==> src/rtl/data_mem_arbiter_pkg.sv <==
// Shared types and constants for the two-port data memory arbiter.
package data_mem_arb_pkg;

   typedef enum logic [1:0] {
      ST_IDLE   = 2'd0,
      ST_ACCESS = 2'd1,
      ST_RESP   = 2'd2
   } arb_state_e;

   localparam logic PORT_CORE = 1'b0;
   localparam logic PORT_DBG  = 1'b1;

   localparam int DEF_AW = 8;
   localparam int DEF_DW = 8;

endpackage

==> src/rtl/data_mem_arbiter_rr_pick2.sv <==
// Combinational two-way round-robin picker with a single-cycle hold override.
module rr_pick2 (
   input  logic [1:0] req_i,
   input  logic       last_i,
   input  logic       hold_i,
   input  logic       hold_idx_i,
   output logic       gnt_valid_o,
   output logic       gnt_idx_o
);

   // Hold wins only while the held port still requests; otherwise alternate on a tie.
   always_comb begin
      gnt_valid_o = |req_i;
      gnt_idx_o   = 1'b0;
      if (hold_i && req_i[hold_idx_i]) begin
         gnt_idx_o = hold_idx_i;
      end else if (req_i == 2'b11) begin
         gnt_idx_o = ~last_i;
      end else if (req_i[1]) begin
         gnt_idx_o = 1'b1;
      end else begin
         gnt_idx_o = 1'b0;
      end
   end

endmodule

==> src/rtl/data_mem_arbiter.sv <==
// Shares one single-port data memory between the core LSU (port 0) and the debug loader (port 1).
module data_mem_arbiter
   import data_mem_arb_pkg::*;
#(
   parameter int AW       = DEF_AW,
   parameter int DW       = DEF_DW,
   parameter int MAX_LOCK = 4
) (
   input  logic          clk,
   input  logic          rst,
   input  logic          m0_req,
   input  logic          m0_we,
   input  logic [AW-1:0] m0_addr,
   input  logic [DW-1:0] m0_wdata,
   input  logic          m0_lock,
   output logic          m0_ack,
   output logic [DW-1:0] m0_rdata,
   input  logic          m1_req,
   input  logic          m1_we,
   input  logic [AW-1:0] m1_addr,
   input  logic [DW-1:0] m1_wdata,
   input  logic          m1_lock,
   output logic          m1_ack,
   output logic [DW-1:0] m1_rdata,
   output logic          mem_we,
   output logic [AW-1:0] mem_a,
   output logic [DW-1:0] mem_wd,
   input  logic [DW-1:0] mem_rd,
   output logic          busy,
   output logic          last_grant
);

   localparam logic [3:0] LOCK_LIM = 4'(MAX_LOCK - 1);

   arb_state_e    state_q;
   logic          gnt_q;
   logic          hold_q;
   logic [3:0]    lock_cnt_q;
   logic          m0_ack_q, m1_ack_q;
   logic [DW-1:0] m0_rdata_q, m1_rdata_q;
   logic          mem_we_q;
   logic [AW-1:0] mem_a_q;
   logic [DW-1:0] mem_wd_q;
   logic          busy_q;
   logic          last_grant_q;

   logic [1:0]    req_s;
   logic          gnt_valid_s, gnt_idx_s;
   logic          sel_we_s;
   logic [AW-1:0] sel_addr_s;
   logic [DW-1:0] sel_wdata_s;
   logic          lock_ok_s;
   logic          hold_d, keep_cnt_s;
   logic [3:0]    lock_cnt_d;

   assign req_s = {m1_req, m0_req};

   rr_pick2 u_pick (
      .req_i      (req_s),
      .last_i     (last_grant_q),
      .hold_i     (hold_q),
      .hold_idx_i (gnt_q),
      .gnt_valid_o(gnt_valid_s),
      .gnt_idx_o  (gnt_idx_s)
   );

   // Request mux for the IDLE winner and lock decision for the port finishing in RESP.
   always_comb begin
      sel_we_s    = gnt_idx_s ? m1_we    : m0_we;
      sel_addr_s  = gnt_idx_s ? m1_addr  : m0_addr;
      sel_wdata_s = gnt_idx_s ? m1_wdata : m0_wdata;
      lock_ok_s   = (gnt_q ? m1_lock : m0_lock) && (lock_cnt_q < LOCK_LIM);
      keep_cnt_s  = hold_q && req_s[gnt_q];
      if (lock_ok_s) begin
         hold_d     = 1'b1;
         lock_cnt_d = lock_cnt_q + 4'd1;
      end else begin
         hold_d     = 1'b0;
         lock_cnt_d = 4'd0;
      end
   end

   // Access FSM with registered memory strobes, acks and read-data capture.
   always_ff @(posedge clk or negedge rst) begin
      if (!rst) begin
         state_q      <= ST_IDLE;
         gnt_q        <= PORT_DBG;
         hold_q       <= 1'b0;
         lock_cnt_q   <= 4'd0;
         m0_ack_q     <= 1'b0;
         m1_ack_q     <= 1'b0;
         m0_rdata_q   <= '0;
         m1_rdata_q   <= '0;
         mem_we_q     <= 1'b0;
         mem_a_q      <= '0;
         mem_wd_q     <= '0;
         busy_q       <= 1'b0;
         last_grant_q <= PORT_DBG;
      end else begin
         m0_ack_q <= 1'b0;
         m1_ack_q <= 1'b0;
         case (state_q)
            ST_IDLE: begin
               // The hold is a one-shot: it is spent (or dropped) in this cycle either way.
               hold_q <= 1'b0;
               if (!keep_cnt_s) begin
                  lock_cnt_q <= 4'd0;
               end
               if (gnt_valid_s) begin
                  state_q  <= ST_ACCESS;
                  gnt_q    <= gnt_idx_s;
                  mem_we_q <= sel_we_s;
                  mem_a_q  <= sel_addr_s;
                  mem_wd_q <= sel_wdata_s;
                  busy_q   <= 1'b1;
               end
            end
            ST_ACCESS: begin
               state_q      <= ST_RESP;
               mem_we_q     <= 1'b0;
               mem_a_q      <= '0;
               mem_wd_q     <= '0;
               last_grant_q <= gnt_q;
               if (gnt_q) begin
                  m1_rdata_q <= mem_rd;
                  m1_ack_q   <= 1'b1;
               end else begin
                  m0_rdata_q <= mem_rd;
                  m0_ack_q   <= 1'b1;
               end
            end
            ST_RESP: begin
               state_q    <= ST_IDLE;
               busy_q     <= 1'b0;
               hold_q     <= hold_d;
               lock_cnt_q <= lock_cnt_d;
            end
            default: begin
               state_q  <= ST_IDLE;
               mem_we_q <= 1'b0;
               mem_a_q  <= '0;
               mem_wd_q <= '0;
               busy_q   <= 1'b0;
               hold_q   <= 1'b0;
            end
         endcase
      end
   end

   assign m0_ack     = m0_ack_q;
   assign m1_ack     = m1_ack_q;
   assign m0_rdata   = m0_rdata_q;
   assign m1_rdata   = m1_rdata_q;
   assign mem_we     = mem_we_q;
   assign mem_a      = mem_a_q;
   assign mem_wd     = mem_wd_q;
   assign busy       = busy_q;
   assign last_grant = last_grant_q;

endmodule

==> config.mk <==
export PLATFORM = sky130hd
export DESIGN_NAME = data_mem_arbiter
export DESIGN_NICKNAME = d
export VERILOG_FILES = /design/src/rtl/data_mem_arbiter_pkg.sv /design/src/rtl/data_mem_arbiter_rr_pick2.sv /design/src/rtl/data_mem_arbiter.sv
export SDC_FILE = /design/constraint.sdc
export NUM_CORES = 1
export LEC_CHECK = 0
export CORE_MARGIN = 3
export CORE_UTILIZATION = 32
export CTS_CLUSTER_SIZE = 24
export DETAILED_ROUTE_END_ITERATION = 8
export PLACE_DENSITY = 0.74
export SETUP_SLACK_MARGIN = 0.02
export SYNTH_ARGS = -nofsm -noshare
export SYNTH_HDL_FRONTEND = slang
export SYNTH_SLANG_ARGS = --single-unit
export TNS_END_PERCENT = 30
==> constraint.sdc <==
create_clock -name clk -period 1.4 [get_ports clk]
set_input_delay 0.35 -clock clk [delete_from_list [all_inputs] [get_ports clk]]
set_output_delay 0.35 -clock clk [all_outputs]
set_load 0.01 [all_outputs]
### After elaboration in Yosys (flattened, before gate mapping)

Cells that the tools add are included.
Widths: inputs -> output; s select.

| storage, ports and cells | value |
|---|---|
| register bits after elaboration | 45 |
| input bits | 48 |
| output and inout bits | 37 |
| logic and storage cells | 64 |

| operators by class | value |
|---|---|
| $add $sub $neg | 1 |
| order comparisons | 2 |
| equality and inequality tests | 5 |
| mux-type cells | 28 |
| bitwise operators | 4 |
| reductions and logical operators | 11 |

Operators by type and width:

| operator | count |
|---|---|
| $mux 8 | 4 |
| $pmux 8 s2 | 2 |
| $mux 1 | 14 |
| $reduce_and 2->1 | 6 |
| $mux 4 | 2 |
| $pmux 4 s2 | 1 |
| $pmux 1 s2 | 3 |
| $add 4x1->4 const B | 1 |
| $eq 2x2->1 const B | 2 |
| $lt 4x2->1 const B | 1 |
| $ne 2x2->1 const B | 2 |
| $not 1->1 | 4 |
| $pmux 2 s2 | 1 |
| $eq 2x1->1 const B | 1 |
| $logic_and 1x1->1 | 2 |
| $logic_not 2->1 | 1 |
| $lt 1x2->1 const B | 1 |
| $mux 2 | 1 |
| $reduce_bool 2->1 | 1 |
| $reduce_or 2->1 | 1 |

### Logic depth before layout (Yosys ltp)

Gate-level depths: netlist of run 1.

| logic depth | value |
|---|---|
| depth after elaboration | 7 |
| gate-level depth with buffers | 7 |

### Cells and area by module

From an unflattened synthesis of run 1, not the netlist that was laid out.

| unflattened totals | value |
|---|---|
| cell total of the unflattened synthesis | 135 |
| area total of the unflattened synthesis | 1873.0 µm² |

By module, submodules not included:

| module | instances | cells each | area each (µm²) | sequential area each (µm²) |
|---|---|---|---|---|
| data_mem_arbiter | 1 | 131 | 1845.5 | 1128.6 |
| rr_pick2 | 1 | 4 | 27.5 | 0.0 |

### Worst setup path before layout of run 1

No wires, ideal clock.

| timing path | value |
|---|---|
| kind | flip-flop to flip-flop |
| from | register last_grant_q, in the netlist last_grant |
| to | register gnt_q |
| library setup time | 82 ps |
| data arrival time | 1455 ps |
| required time | 1318 ps |
| path slack | -137 ps |
| stages on the path, launching flop included | 7 |
| buffers on the path | 2 |
| period minus slack after synthesis | 1537 ps |
| path through | dfstp_2 > and2b_1 > o21ai_4 > and2_4 > buf_12 > buf_12 > mux2_4 |

| on the way | value |
|---|---|
| cells in the longest elaborated chain, start to end | 3 |

RTL lines:

| what | line | RTL |
|---|---|---|
| start, declared | data_mem_arbiter.sv:45 | `logic last_grant_q;` |
| start signal, assigned | data_mem_arbiter.sv:123 | `last_grant_q <= gnt_q;` |
| $not 1->1 | data_mem_arbiter_rr_pick2.sv:18 | `gnt_idx_o = ~last_i;` |
| $mux 1 | data_mem_arbiter_rr_pick2.sv:17 | `end else if (req_i == 2'b11) begin` |
| $mux 1 | data_mem_arbiter_rr_pick2.sv:15 | `if (hold_i && req_i[hold_idx_i]) begin` |
| end signal, assigned | data_mem_arbiter.sv:111 | `gnt_q <= gnt_idx_s;` |
| end, declared | data_mem_arbiter.sv:36 | `logic gnt_q;` |

Every way passes these cells.
A chain may end at the register's enable or synchronous reset.

### Final worst setup path of run 1

| timing path | value |
|---|---|
| from | register gnt_q |
| to | register lock_cnt_q[2] |

| on the way | value |
|---|---|
| cells in the longest elaborated chain, start to end | 5 |

RTL lines:

| what | line | RTL |
|---|---|---|
| $mux 1 (not written as such) (2 in a row) | data_mem_arbiter.sv:73 | `keep_cnt_s = hold_q && req_s[gnt_q];` |
| $logic_and 1x1->1 | data_mem_arbiter.sv:73 |  |
| $ne 2x2->1 (no source line) | - |  |
| $reduce_and 2->1 (no source line) | - |  |
| end signal, assigned | data_mem_arbiter.sv:136 | `lock_cnt_q <= lock_cnt_d;` |
| end, declared | data_mem_arbiter.sv:38 | `logic [3:0] lock_cnt_q;` |

Several ways; a longest one is shown, not always the timed one. The select of a mux whose other input is x is not followed.

==> flow_summary_export.csv, run 1 <==
group,metric,value,unit
sta,max_slew.worst_pin.slew,0.335,ns
cells_and_area,fin_area,3390,µm²
detailed_routing,vias,1762,
detailed_routing,wire_per_inst,16.0,µm
cells_and_area,drive_gt1_frac,0.244,
place,post-place-ws,-0.491,ns
synthesis,synth_edf_count,0,
synthesis,synthTopCellsByCount,"dfrtp_1, nand2_1, inv_1, nand4_1, mux2_1",
synthesis,yosysSeqAreaShare,0.532,
sta,setup_slack,-0.0340,ns
flow_run,maxCapViolCount,0,
synthesis,ys_seq_elements,45,
place,port_buffers,84,
die,core,6390,µm²
die,start_util,0.332,
critical_path,end_kind,"flip-flop",
outcome,status,"complete, but fails checks",
sta,slew_headroom,0.775,
sta,fin_hold_ws,0.0200,ns
die,die_area,7640,µm²
critical_path,crit_slowest_cell,"dfstp_2",
die,row_count,29,
outcome,violations,"setup timing",
detailed_routing,viasPerCell,4.95,
clock_network,numCtsBuffers,5,
grt,grt_max_degree,46,
synthesis,async_flop_share,1.00,
critical_path,critical_path_class,"flip-flop to flip-flop",
synthesis,synth_largest_area_cell,"dfrtp_1",
detailed_routing,drc_errors,0,
synthesis,synth_flop_cell,"dfrtp_1",
detailed_routing,drt_wl_total,5.69,mm
cells_and_area,finalNetCount,327,
pwr,p_leak,0.00158,µW
place,hpwl,3.84,mm
clock_network,path_clk_slew,0.08,ns
synthesis,post_synth.cell_area_avg,12.3,µm²
cells_and_area,n_antenna_cell,0,
grt,overflow,0,
synthesis,yosysTopAreaCellShare,0.507,
sta,skew,0.00636,ns
place,globalplace.congestion,0.726,
min_path,hp-class,"primary input to async pin",
pwr,total_power,6850,µW
clock_network,tritoncts,"built",
die,ios,85,
critical_path,cp_max_fo,4,
detailed_routing,drt_iter0_markers,44,
pwr,peakVddDrop,0.997,mV
synthesis,syn-num-nets,222,
synthesis,synth_most_common_cell,"dfrtp_1",
clock_network,cts-root-buf,"clkbuf_8",
grt,grtUsageTotal,0.154,
clock_network,clockBufferDepth,2,
synthesis,mappedNetlistArea,2120,µm²
clock_network,htreeDepth,2,
sta,fmax,0.697,GHz
sta,hold_viol_final,0,
sta,rsz0062_at_grt,"true",
grt,antenna_found_initial,0,
synthesis,yosysWarnings,0,
place,placed_cell_area,3090,µm²
synthesis,synth.area.top_cells,"dfrtp_1, o311ai_2, mux2_1",
die,die-height,87.4,µm
pwr,power_density,2020,nW/µm²
clock_network,cts_sinks,45,
critical_path,crit_arrival,1.62,ns
detailed_routing,ant_nets,0,
sta,finalCriticalPeriod,1.43,ns
critical_path,cp.required,1.59,ns
critical_path,reg2regPathDepth,3,
synthesis,synth_cells,173,
critical_path,worstSetupStartpointType,"flip-flop",
critical_path,cpPeakStageDelay,0.57,ns
grt,grt_pass1_vias,1741,
synthesis,synth.distinct_cells,32,
sta,finalMaxSlewViolations,0,
sta,fin_crit_sh,1.02,
die,die_width,87.4,µm
cells_and_area,synthToLayoutAreaGrowth,60.0,%
clock_network,clkLatencyLatePin,0.30,ns
grt,grt_pass1_wl,9.09,mm
detailed_routing,drt_first_pass_iters,4,
critical_path,path_cells,"mux2_2 -> a31o_4 -> and2_1",
sta,setup_viol_count_final,8,
## timing repair
action	4_1_cts	5_1_grt
hold endpoints to repair	0	0
endpoints found under the setup margin	67	39
gates cloned	4	1
buffers inserted	3	2
hold buffers	0	0
resized for setup	62	5
pin swaps	6	9
## per-stage QoR
stage               utilization  std cells  TNS (ns)
finish                    0.532        356    -0.134
global route              0.532        356     -1.70
CTS                       0.521        353    -0.474
detailed placement        0.484        338    -10.47
global placement          0.484        338     -9.33
floorplan                     -        173     -1.02
## cell families (layout without fill, tap and decap cells)
kind of cell	count (synthesis)	count (layout)	share of synthesized area
AOI/OAI and AO/OA	23	23	0.135
adders and majority gates	1	1	0.00590
buffers and inverters	33	137	0.0943
muxes	19	19	0.103
and+or+nand+nor	52	54	0.130
DFF	45	45	0.532
## sequential cells by signal, summed over array words and instances, names as in the netlist
signal / flops
m1_ack: 1
lock_cnt_q: 4
m1_rdata: 8
last_grant: 1
gnt_q: 1
state_q: 2
hold_q: 1
m0_rdata: 8
mem_wd: 8
m0_ack: 1
mem_we: 1
mem_a: 8
busy: 1
## report_power, final
| group | leakage [µW] | switching (µW) | total [µW] | internal [µW] |
|---|---|---|---|---|
| clock | 0.0000585 | 427 | 1010 | 582 |
| sequential | 0.000561 | 333 | 2270 | 1930 |
| combinational | 0.000965 | 1610 | 3580 | 1970 |
## per-layer routing
layer,wire (µm),global-route usage,vias up
met2,2770,0.249,76
met5,0,0,-
li1,-,-,828
met4,76,0.0558,0
met3,466,0.0397,6
met1,2380,0.199,852
## critical path: cells and delay by family, from the launching register on
kind,cells,cell delay (ns)
DFF,1,0.57
muxes,1,0.35
AOI/OAI and AO/OA,1,0.25
and+or+nand+nor,1,0.15
## final timing paths
kind	start	end	slack [ns]
worst max-delay path	gnt_q$_DFFE_PN1P_	lock_cnt_q[2]$_DFFE_PN0P_	-0.03
worst min-delay path	rst	m0_rdata[1]$_DFFE_PN0P_	0.02
worst max register to register	gnt_q$_DFFE_PN1P_	lock_cnt_q[2]$_DFFE_PN0P_	-0.03
worst min register to register	m0_rdata[2]$_DFFE_PN0P_	m0_rdata[2]$_DFFE_PN0P_	0.48
max in group asynchronous	rst	last_grant$_DFFE_PN1N_	1.11
min in group clk	m0_rdata[2]$_DFFE_PN0P_	m0_rdata[2]$_DFFE_PN0P_	0.48
## layout make-up
type                       count  area, µm²
tap                           77       96.3
clock inverter                 1       30.0
sequential                    45       1130
inverter                      21       83.8
multi-input combinational     97        871
fill                         582       2990
clock buffer                   7       86.3
timing repair buffer         108       1100
## cell usage in the layout, fill, tap and decap left out, types with 2 or more instances in the layout
master and count:
nand4_1 16, clkdlybuf4s50_1 44, dfrtp_1 43, nand2_1 22
nor2_1 2, and2_4 3, inv_1 20, o311ai_4 2
nor2b_2 2, clkbuf_8 6, buf_12 4, mux2_1 12
buf_4 11, buf_6 5, dlygate4sd2_1 37, o311ai_1 5
dfstp_2 2, buf_2 2, buf_16 2, mux2_2 6
and2_1 2, o311ai_2 10
Note: power is estimated with default switching activity, not from simulation.
==> run 2, diff against run 1 <==
--- a/config.mk
+++ b/config.mk
@@ -6,10 +6,10 @@
 export NUM_CORES = 1
 export LEC_CHECK = 0
 export CORE_MARGIN = 3
-export CORE_UTILIZATION = 32
+export CORE_UTILIZATION = 39
 export CTS_CLUSTER_SIZE = 24
 export DETAILED_ROUTE_END_ITERATION = 8
-export PLACE_DENSITY = 0.74
+export PLACE_DENSITY = 0.85
 export SETUP_SLACK_MARGIN = 0.02
 export SYNTH_ARGS = -nofsm -noshare
 export SYNTH_HDL_FRONTEND = slang
==> flow_summary_export.csv, run 2 (same netlist as run 1, synthesis figures left out) <==
group,metric,value,unit
detailed_routing,wl_met3,399,µm
critical_path,path_cells,"or3_4 -> inv_4 -> buf_6 -> nand4_1 -> o311ai_4",
place,port_buffers,84,
cells_and_area,final_common_cell,"clkdlybuf4s50_1",
pwr,peakVddDrop,0.967,mV
critical_path,crit_slowest_cell,"or3_4",
detailed_routing,viasPerCell,5.23,
place,placed_cell_area,3100,µm²
sta,skew,0.00344,ns
cells_and_area,fin_cells,349,
sta,setup_viol_count_final,15,
clock_network,htreeDepth,2,
clock_network,numCtsBuffers,5,
clock_network,clkLatencyLatePin,0.29,ns
critical_path,r2r_slack,-0.06,ns
detailed_routing,drc_errors,0,
critical_path,cp.required,1.60,ns
critical_path,cpPeakStageDelay,0.47,ns
place,hpwl,3.95,mm
place,placed_cells,332,
flow_run,maxCapViolCount,0,
die,die_width,79.8,µm
sta,setup_slack,-0.0613,ns
min_path,hold_path_end,"m0_rdata[3]$_DFFE_PN0P_",
sta,rsz0062_at_grt,"true",
critical_path,reg2reg_to,"mem_wd[6]$_DFFE_PN0P_",
critical_path,cp_max_fo,7,
min_path,hold_depth,1,
critical_path,worstSetupStartpointType,"flip-flop",
detailed_routing,drt_first_pass_iters,4,
grt,grt_pass1_vias,1895,
die,core,5170,µm²
cells_and_area,finalNetCount,327,
die,die_area,6360,µm²
sta,hold_viol_final,0,
detailed_routing,met2_length,2.89,mm
detailed_routing,met1_length,2.40,mm
clock_network,clockBufferDepth,2,
grt,grtUsageTotal,0.188,
die,die-height,79.8,µm
sta,fmax,0.684,GHz
min_path,hold_start,"m0_rdata[3]$_DFFE_PN0P_",
clock_network,cts-root-buf,"clkbuf_8",
cells_and_area,mostFrequentLayoutCells,"clkdlybuf4s50_1, dfrtp_1, dlygate4sd2_1",
cells_and_area,n_antenna_cell,0,
die,start_util,0.410,
place,globalplace.congestion,0.748,
detailed_routing,top_layer,"met4",
critical_path,regToRegStartpoint,"state_q[0]$_DFFE_PN0P_",
detailed_routing,ant_nets,0,
cells_and_area,final_util,0.672,
critical_path,critical_path_class,"flip-flop to flip-flop",
min_path,hp-class,"flip-flop to flip-flop",
cells_and_area,synthToLayoutAreaGrowth,63.7,%
die,ios,85,
detailed_routing,drt_iter0_markers,38,
sta,fin_crit_sh,1.04,
outcome,status,"complete, but fails checks",
clock_network,cts_sinks,45,
pwr,p_leak,0.00164,µW
sta,max_slew.worst_pin.slew,0.389,ns
cells_and_area,drive_gt1_frac,0.287,
die,row_count,26,
critical_path,end_kind,"flip-flop",
critical_path,reg2regPathDepth,5,
clock_network,tritoncts,"built",
outcome,violations,"setup timing",
detailed_routing,wire_per_inst,16.5,µm
sta,finalMaxSlewViolations,0,
cells_and_area,nFillCells,382,
sta,slew_headroom,0.740,
detailed_routing,drt_wl_total,5.77,mm
grt,overflow,0,
critical_path,crit_arrival,1.66,ns
sta,finalCriticalPeriod,1.46,ns
clock_network,path_clk_slew,0.08,ns
cells_and_area,fin_area,3470,µm²
grt,antenna_found_initial,0,
pwr,power_density,2010,nW/µm²
place,post-place-ws,-0.581,ns
detailed_routing,vias,1824,
grt,grt_max_degree,24,
grt,grt_pass1_wl,9.14,mm
==> run 2: routing by layer <==
layer  vias to the layer above  track usage
li1                        822            -
met1                       900        0.228
met2                        93        0.331
met3                         9       0.0485
met4                         0       0.0524
met5                         -            0
==> run 2: layout make-up <==
type	count	area, µm²	share of cell area
Tap cell	70	87.6	0.0252
Timing Repair Buffer	109	1080	0.311
Clock inverter	1	5.00	0.00144
Multi-Input combinational cell	96	995	0.286
Inverter	21	81.3	0.0234
Clock buffer	7	96.3	0.0277
Sequential cell	45	1130	0.325
==> run 2: worst max-delay path by stage <==
stage	slack [ns]	from	end	cells after the start
after floorplan	-0.14	last_grant$_DFFE_PN1N_	gnt_q$_DFFE_PN1P_	6
after global placement	-0.52	m0_req	mem_wd[5]$_DFFE_PN0P_	7
after detailed placement	-0.58	m0_req	mem_wd[0]$_DFFE_PN0P_	5
after CTS	-0.06	state_q[0]$_DFFE_PN0P_	mem_wd[6]$_DFFE_PN0P_	5
after global routing	-0.12	state_q[0]$_DFFE_PN0P_	mem_a[5]$_DFFE_PN0P_	5
final	-0.06	state_q[0]$_DFFE_PN0P_	mem_wd[6]$_DFFE_PN0P_	5
==> run 2: stage by stage <==
step | hold WS [ns] | TNS [ns] | power (µW)
after floorplan | 0.0544 | -1.02 | 3980
after global placement | 0.279 | -11.00 | 5590
after detailed placement | 0.284 | -11.92 | 5710
after CTS | 0.490 | -0.581 | 6790
after global routing | 0.503 | -2.02 | 7360
final | 0.484 | -0.507 | 6970
==> run 2: critical path, delay by kind of cell, from the launching register on <==
family / cells / cell delay, ns
flip-flops: 1 / 0.41
buffers and inverters: 2 / 0.24
AND/OR/NAND/NOR: 2 / 0.62
AO/OA/AOI/OAI: 1 / 0.10
==> run 2: repair_timing <==
| item | 4_1_cts | 5_1_grt |
|---|---|---|
| endpoints found under the hold margin | 12 | 0 |
| gates resized for setup | 69 | 15 |
| hold buffers | 1 | 0 |
| setup buffers | 3 | 2 |
| gates cloned | 3 | 1 |
| pin swaps | 20 | 10 |
| setup endpoints to repair | 69 | 34 |
==> run 2: report_power, final <==
group,internal [µW],switching (µW)
combinational,2090,1710
clock,446,415
sequential,1930,371
total,4470,2500
==> run 3, diff against run 2 <==
--- a/config.mk
+++ b/config.mk
@@ -5,11 +5,11 @@
 export SDC_FILE = /design/constraint.sdc
 export NUM_CORES = 1
 export LEC_CHECK = 0
-export CORE_MARGIN = 3
+export CORE_MARGIN = 1.5
 export CORE_UTILIZATION = 39
 export CTS_CLUSTER_SIZE = 24
 export DETAILED_ROUTE_END_ITERATION = 8
-export PLACE_DENSITY = 0.85
+export PLACE_DENSITY = 0.81
 export SETUP_SLACK_MARGIN = 0.02
 export SYNTH_ARGS = -nofsm -noshare
 export SYNTH_HDL_FRONTEND = slang
==> constraint.sdc (replaced) <==
create_clock -name clk -period 1.2 [get_ports clk]
set_input_delay 0.3 -clock clk [delete_from_list [all_inputs] [get_ports clk]]
set_output_delay 0.3 -clock clk [all_outputs]
set_load 0.01 [all_outputs]
==> flow_summary_export.csv, run 3 (same netlist as run 1, synthesis figures left out) <==
group,metric,value,unit
critical_path,crit_end,"gnt_q$_DFFE_PN1P_",
critical_path,crit_start,"state_q[0]$_DFFE_PN0P_",
sta,fmax,0.675,GHz
pwr,power_density,2370,nW/µm²
die,row_count,26,
pwr,swShare,0.363,
clock_network,tritoncts,"built",
sta,fin_crit_sh,1.24,
sta,slew_headroom,0.825,
critical_path,reg2reg_to,"gnt_q$_DFFE_PN1P_",
clock_network,cts_sinks,45,
grt,antenna_found_initial,0,
pwr,p_leak,0.00157,µW
detailed_routing,drt_iter0_markers,71,
sta,setup_viol_count_final,42,
sta,finalCriticalPeriod,1.48,ns
die,ios,85,
detailed_routing,drt_first_pass_iters,4,
sta,rsz0062_at_grt,"true",
cells_and_area,fin_area,3310,µm²
flow_run,maxCapViolCount,0,
die,core,5170,µm²
min_path,hold_depth,1,
sta,hold_viol_final,0,
cells_and_area,fin_cells,355,
detailed_routing,drc_errors,0,
critical_path,regToRegStartpoint,"state_q[0]$_DFFE_PN0P_",
critical_path,cp.required,1.43,ns
cells_and_area,n_antenna_cell,0,
detailed_routing,viasPerCell,5.03,
pwr,total_power,7850,µW
critical_path,cp_max_fo,5,
clock_network,clkLatencyLatePin,0.30,ns
critical_path,r2r_slack,-0.28,ns
die,die_width,76.8,µm
min_path,hold_start,"busy$_DFFE_PN0P_",
clock_network,htreeDepth,2,
place,placed_cell_area,3100,µm²
pwr,peakVddDrop,1.18,mV
clock_network,path_clk_slew,0.09,ns
pwr,netSwitchingPower,2850,µW
critical_path,worstSetupStartpointType,"flip-flop",
grt,grt_max_degree,46,
cells_and_area,finalNetCount,333,
die,die_area,5890,µm²
cells_and_area,final_common_cell,"clkdlybuf4s50_1",
place,port_buffers,84,
pwr,clockPowerShare,0.123,
cells_and_area,drive_gt1_frac,0.414,
pwr,pwr-share-comb,0.538,
sta,skew,0.00933,ns
place,placed_cells,334,
clock_network,clockBufferDepth,2,
cells_and_area,mostFrequentLayoutCells,"clkdlybuf4s50_1, dfrtp_1, buf_2",
detailed_routing,wire_per_inst,15.8,µm
detailed_routing,drt_wl_total,5.62,mm
critical_path,crit_arrival,1.72,ns
min_path,hp-class,"flip-flop to flip-flop",
place,hpwl,3.65,mm
pwr,internal-power,5010,µW
grt,overflow,0,
sta,finalMaxSlewViolations,0,
critical_path,end_kind,"flip-flop",
outcome,violations,"setup timing",
place,globalplace.congestion,0.774,
sta,setup_slack,-0.282,ns
grt,grt_pass1_vias,1883,
cells_and_area,nFillCells,414,
sta,max_slew.worst_pin.slew,0.260,ns
pwr,power_frac_seq,0.339,
critical_path,reg2regPathDepth,5,
outcome,status,"complete, but fails checks",
grt,grt_pass1_wl,9.23,mm
grt,grtUsageTotal,0.198,
die,start_util,0.410,
place,post-place-ws,-0.655,ns
clock_network,numCtsBuffers,5,
clock_network,cts-root-buf,"clkbuf_8",
detailed_routing,ant_nets,0,
cells_and_area,synthToLayoutAreaGrowth,56.1,%
detailed_routing,vias,1784,
critical_path,critical_path_class,"flip-flop to flip-flop",
die,die-height,76.8,µm
==> run 3: cell types whose count changed in the layout (fill, tap and decap cells not counted), moves of 3 or more <==
| cell | change |
|---|---|
| o311ai_2 | +6 |
| o311ai_4 | -7 |
| dlygate4sd2_1 | -35 |
| buf_4 | +5 |
| buf_6 | +3 |
| buf_2 | +35 |
==> run 3: worst min-delay path by stage <==
stage,endpoint,slack [ns]
after CTS,m0_rdata[3]$_DFFE_PN0P_,0.49
after global routing,m1_rdata[6]$_DFFE_PN0P_,0.51
final,busy$_DFFE_PN0P_,0.49
after global placement,m0_rdata[2]$_DFFE_PN0P_,0.29
after floorplan,busy$_DFFE_PN0P_,0.004
after detailed placement,m0_rdata[2]$_DFFE_PN0P_,0.30
==> run 3: critical path, stage by stage, from the launching register on <==
cell and delay (ns):
dfrtp_1 0.41, or3_4 0.42, buf_6 0.14, inv_8 0.06, buf_4 0.10, mux2_4 0.28
==> run 3: per-layer routing <==
layer,up-vias,GRT usage,part of all wire,routed length (µm)
met5,-,0,0,0
met4,0,0.0556,0.014,77
met3,7,0.0369,0.054,303
met2,68,0.343,0.53,2950
met1,874,0.250,0.41,2280
li1,835,-,-,-
==> run 3: power groups by stage <==
stage          sequential [µW]  clock (µW)  combinational [µW]
5_1_grt                   2750        1040                4500
4_1_cts                   2660         980                4010
6_report                  2660         967                4220
3_5_place_dp              2690           0                3950
3_3_place_gp              2680           0                3860
2_1_floorplan             2960           0                1720
==> run 3: what timing repair did <==
action,4_1_cts,5_1_grt
buffers inserted,4,6
endpoints found under the hold margin,43,0
resized for setup,178,5
endpoints found under the setup margin,78,43
pin swaps,7,9
hold buffers,1,0
cloned,2,0
==> run 3: stage by stage <==
step | util | hold slack, ns | setup TNS (ns)
6_report | 0.640 | 0.488 | -9.00
5_1_grt | 0.640 | 0.506 | -10.54
4_1_cts | 0.623 | 0.494 | -8.43
3_5_place_dp | 0.600 | 0.297 | -17.11
3_3_place_gp | 0.600 | 0.294 | -15.89
2_1_floorplan | - | 0.00441 | -6.83
==> run 3: final cells by class <==
cell class	instances	area (µm²)	share of cell area
flip-flops and latches	45	1130	0.341
repair buffers	116	1020	0.309
multi-input cells	95	893	0.270
well taps	70	87.6	0.0264
inverters	21	86.3	0.0261
clock buffers	5	68.8	0.0208
clock inverters	3	25.0	0.00756
